===== config.mk =====
export PLATFORM = sky130hd
export DESIGN_NAME = t_toggle_counter_ctrl
export DESIGN_NICKNAME = d
export VERILOG_FILES = /design/src/rtl/t_toggle_counter_ctrl.sv
export SDC_FILE = /design/constraint.sdc
export NUM_CORES = 1
export LEC_CHECK = 0
export ABC_AREA = 1
export BUFFER_PORTS_ARGS = -buffer_cell sky130_fd_sc_hd__buf_2
export CORE_UTILIZATION = 30
export CTS_BUF_LIST = sky130_fd_sc_hd__clkbuf_8
export DETAILED_ROUTE_END_ITERATION = 6
export PLACE_DENSITY_LB_ADDON = 0.1
export SETUP_SLACK_MARGIN = 0.5
export SLEW_MARGIN = 20
export SYNTH_ARGS = -nofsm -noshare
export SYNTH_HDL_FRONTEND = slang
export SYNTH_SLANG_ARGS = --single-unit

===== constraint.sdc =====
create_clock -name clk -period 2.9 [get_ports clk]
set_input_delay 0.29 -clock clk [delete_from_list [all_inputs] [get_ports clk]]
set_output_delay 0.29 -clock clk [all_outputs]
set_load 0.005 [all_outputs]

===== src/rtl/t_toggle_counter_ctrl.sv =====
// rtl/t_toggle_counter_ctrl.sv - IDLE/RUN/PAUSE/DONE sequencer driving a WIDTH-bit T flip-flop up/down counter bank
// Optional build macro: TTOG_AUTORELOAD_EN (DONE reloads q from load_val and re-enters RUN)

module t_toggle_counter_ctrl #(
    parameter int WIDTH = 4
) (
    input  logic             clk,
    input  logic             rst,
    input  logic             start,
    input  logic             pause,
    input  logic             stop,
    input  logic             load,
    input  logic [WIDTH-1:0] load_val,
    input  logic [WIDTH-1:0] term_cnt,
    input  logic             dir,
    output logic [WIDTH-1:0] t_vec,
    output logic [WIDTH-1:0] q,
    output logic             busy,
    output logic             done,
    output logic             wrap
);

    typedef enum logic [1:0] {
        ST_IDLE  = 2'd0,
        ST_RUN   = 2'd1,
        ST_PAUSE = 2'd2,
        ST_DONE  = 2'd3
    } state_t;

    state_t state;
    state_t state_nxt;

    logic [WIDTH-1:0] up_mask;
    logic [WIDTH-1:0] dn_mask;
    logic             term_hit;
    logic             count_step;
    logic             at_wrap_edge;
    logic             do_load;
    logic [WIDTH-1:0] q_nxt;

    // Toggle masks: bit i flips when every lower bit is 1 (up) or 0 (down)
    assign up_mask[0] = 1'b1;
    assign dn_mask[0] = 1'b1;
    for (genvar i = 1; i < WIDTH; i++) begin : g_mask
        assign up_mask[i] = &q[i-1:0];
        assign dn_mask[i] = &(~q[i-1:0]);
    end

    assign term_hit   = (q == term_cnt);
    // A count step is taken only in RUN when nothing of higher priority fires
    assign count_step = (state == ST_RUN) && !stop && !term_hit && !pause;
    assign t_vec      = count_step ? (dir ? up_mask : dn_mask) : '0;

    // Crossing the modulus boundary in the direction of travel
    assign at_wrap_edge = count_step && (dir ? (&q) : (q == '0));

    // Preload is accepted in IDLE and PAUSE unless an abort wins
    assign do_load = load && ((state == ST_IDLE) || ((state == ST_PAUSE) && !stop));

    // State register
    always_ff @(posedge clk or posedge rst) begin
        if (rst) begin
            state <= ST_IDLE;
        end else begin
            state <= state_nxt;
        end
    end

    // Next-state selection with stop > terminal > pause > count priority
    always_comb begin
        state_nxt = state;
        case (state)
            ST_IDLE: begin
                if (start) begin
                    state_nxt = ST_RUN;
                end
            end
            ST_RUN: begin
                if (stop) begin
                    state_nxt = ST_IDLE;
                end else if (term_hit) begin
                    state_nxt = ST_DONE;
                end else if (pause) begin
                    state_nxt = ST_PAUSE;
                end
            end
            ST_PAUSE: begin
                if (stop) begin
                    state_nxt = ST_IDLE;
                end else if (start) begin
                    state_nxt = ST_RUN;
                end
            end
            ST_DONE: begin
`ifdef TTOG_AUTORELOAD_EN
                state_nxt = stop ? ST_IDLE : ST_RUN;
`else
                state_nxt = ST_IDLE;
`endif
            end
            default: state_nxt = ST_IDLE;
        endcase
    end

    // Next bank value: preload/reload overrides the toggle update
    always_comb begin
        q_nxt = q ^ t_vec;
        if (do_load) begin
            q_nxt = load_val;
        end
`ifdef TTOG_AUTORELOAD_EN
        if ((state == ST_DONE) && !stop) begin
            q_nxt = load_val;
        end
`endif
    end

    // T flip-flop bank and registered wrap pulse
    always_ff @(posedge clk or posedge rst) begin
        if (rst) begin
            q    <= '0;
            wrap <= 1'b0;
        end else begin
            q    <= q_nxt;
            wrap <= at_wrap_edge;
        end
    end

    // Status outputs decoded from the current state
    always_comb begin
        done = (state == ST_DONE);
`ifdef TTOG_AUTORELOAD_EN
        busy = (state == ST_RUN) || (state == ST_PAUSE) || (state == ST_DONE);
`else
        busy = (state == ST_RUN) || (state == ST_PAUSE);
`endif
    end

endmodule

==> impl_results.md <==
- # rows: 16
- Remaining global-route overflow: 0
- Synth Area in Simple Gates: 45.6%
- RSZ-0062 raised after global routing: false
- CP Launch Type: flip-flop
- Fill cells: 220
- CP endpoint kind: output port
- Syn_area_per_cell: 6.43 um^2
- Main combinational cell family by area after synthesis: simple AND/OR/NAND/NOR gates
- Share of cells above drive strength 1: 31.5%
- Mapped cell area: 637 um^2
- All-Layer GR Usage: around an eighth
- Cell variety after synth: 18
- Hold_buf cts: 0
- Period utilization: 61.3%
- Slew Limit Fails: 0
- Resize count post-CTS: 0
- Fin Hold WS: -0.00592 ns
- First-pass GRT wire length: 2130 um
- Clk buf depth: 2
- Placeable Area: 0.00198 mm^2
- Io pins: 26
- Clock transition at the registers of the reported paths: ~0.040 ns
- Routed via count: 665
- Worst path required time: 2.61 ns
- Initial antenna violation count: 0
- Synth-to-Final Area Change: 30.8%
- Largest net degree at the start of global routing: 10
- Post-synth top area share: between 20% and 30%
- Sink Count: 7
- Via density: 4.32
- DRT Pass-1 Iters: 4
- Fraction of synthesized cell area in xor and xnor cells: 0%
- Tmin final: 1.78 ns
- Iter 0 DRT Violations: 22
- Hold Fails Final Rpt: 7
- Yosys top cell by area: dfrtp_1
- Yosys reg bits: 7
- Sequential-to-total area share from yosys stat: 27.5%
- R2r setup slk: 1.50 ns
- Drt wl/cell: 8.73 um
- CTS tree: yes
- ANT cells: 0
- Critical path fanouts, max: 8
- Ys Warns: 0
- Worst reg2reg path depth: 7
- Hpwl dp: around 1100 um
- Hold crit path type: input pin to asynchronous set/reset pin
- Top Metal Used: met3
- Post-DRT Antenna Nets: 0
- Clock Latency Late Sink: roughly 0.22 ns
- Post-Syn Nets: 119
- IO buf count: 25
- Slew @ Worst Pin: 0.286 ns
- Starting Density: approximately a third
- Post-CTS setup buffer count: 0
- Layout Skew: slightly below 0.002 ns
- Fmax: 563 MHz
- Post-synthesis compound-gate area fraction: 4.72%
- Max_slew headroom: between 80% and 90%
- Peak supply drop: 0.000442 V
- WL met1: 634 um
- Violated checks: hold timing
- Vias in the first global route: ~560
- Die Area: 0.00231 mm^2
- Sum Neg Setup Slack: 0 ns
- Finish-stage setup viols: 0
- Main area contributors after synthesis: dfrtp_1 (28%), nand2_1 (23%), ha_1 (9.8%), inv_1 (8.3%), nand3_1 (7.9%)
- Multiplexer area fraction after synthesis: 0%
- Placer Congestion: 0.769
- Htree depth: 1
- Pre-CTS setup slack: 1.35 ns
- Critical setup path kind: flip-flop to output port
- Most frequent cells in the layout: nand2_1 (39), buf_2 (25), inv_1 (15)
- Final WL: approximately 1300 um
- Worst path arrival time: about 1.5 ns
- Final setup margin: 1.12 ns
- Die boundary height: roughly 48 um
- WL met3: 50 um
- Pleak: between 0.5 and 0.6 nW
- Pwr Density: around 850 mW/mm^2
- Num CTS Buffers: 3
- Synth Area in Adders: approximately a tenth
- Max Cap Viol: 0
- Status: complete, but fails checks
- Post-Syn Instances: 99
- Metal2 WL: 660 um
- Die width: approximately 48 um
- Commonest non-fill, non-tap cell in the layout: nand2_1
- Root buffer cell: clkbuf_8
- # DRC: 0
- Final nets: 148
==> worst max-delay path, cell delays in order (launching register included) <==
cell     delay, ns
dfrtp_1       0.40
inv_1         0.11
ha_1          0.15
nand2_1       0.09
nor2_4        0.21
nand3_1       0.13
inv_1         0.07
buf_2         0.10
==> where the power goes <==
| part | switching, W | internal, W | total [W] | leakage [nW] |
|---|---|---|---|---|
| clock | 0.0000398 | 0.0000913 | 0.000131 | 0.0269 |
| combinational | 0.000223 | 0.000151 | 0.000374 | 0.427 |
| sequential | 0.0000643 | 0.000141 | 0.000205 | 0.0885 |
| total | 0.000327 | 0.000383 | 0.000710 | 0.542 |
==> final timing paths <==
path	from	end
max in group asynchronous	rst	q[1]
hold / removal	rst	state[1]
setup reg to reg	state[1]	state[0]
min in group clk	load_val[3]	q[3]
setup / recovery	state[1]	t_vec[2]
hold reg to reg	state[1]	state[1]
==> layout make-up <==
class / instances / area [um^2] / share of cell area [%]
inverters: 19 / 71.3 / 8.56
well taps: 27 / 33.8 / 4.05
repair buffers: 25 / 125 / 15.0
clock inverters: 1 / 3.75 / 0.450
flip-flops and latches: 7 / 175 / 21.0
multi-input cells: 72 / 383 / 45.9
clock buffers: 3 / 41.3 / 4.95
==> cells in the mapped netlist <==
master and instances:
o22ai_1 1, inv_2 5, o21ai_2 1, nand4_1 4, nand2_1 39, buf_4 1
nand3_1 10, o21ai_1 1, o21ai_0 1, nand2_4 2, dfrtp_1 7, or2_2 1
nor2_4 2, nor2_2 1, nor2_1 3, inv_1 14, ha_1 5, a21oi_1 1
==> registers in the layout, indices dropped and copies added (netlist names) <==
signal,cells
wrap,1
q,4
state,2
==> stage by stage <==
step	util (%)	total power (W)	instances	cell area (um^2)	hold WS, ns
2_1_floorplan	-	0.000472	99	637	0.0934
3_3_place_gp	39.8	0.000587	150	788	0.240
3_5_place_dp	39.8	0.000591	150	788	0.245
4_1_cts	42.0	0.000724	154	833	0.00613
5_1_grt	42.0	0.000794	154	833	0.0219
6_report	42.0	0.000710	154	833	-0.00592
==> logic make-up (layout without fill, tap and decap cells) <==
family / after synthesis / in the layout
AOI/OAI and AO/OA: 5 / 5
buffers and inverters: 20 / 48
and+or+nand+nor: 62 / 62
DFF: 7 / 7
adders and majority gates: 5 / 5
==> layer usage <==
metal,track usage [%],vias to the layer above
li1,-,361
met2,23.8,17
met4,6.67,0
met3,1.13,0
met1,15.9,287
met5,0,-
Note: power is estimated with default switching activity, not from simulation.
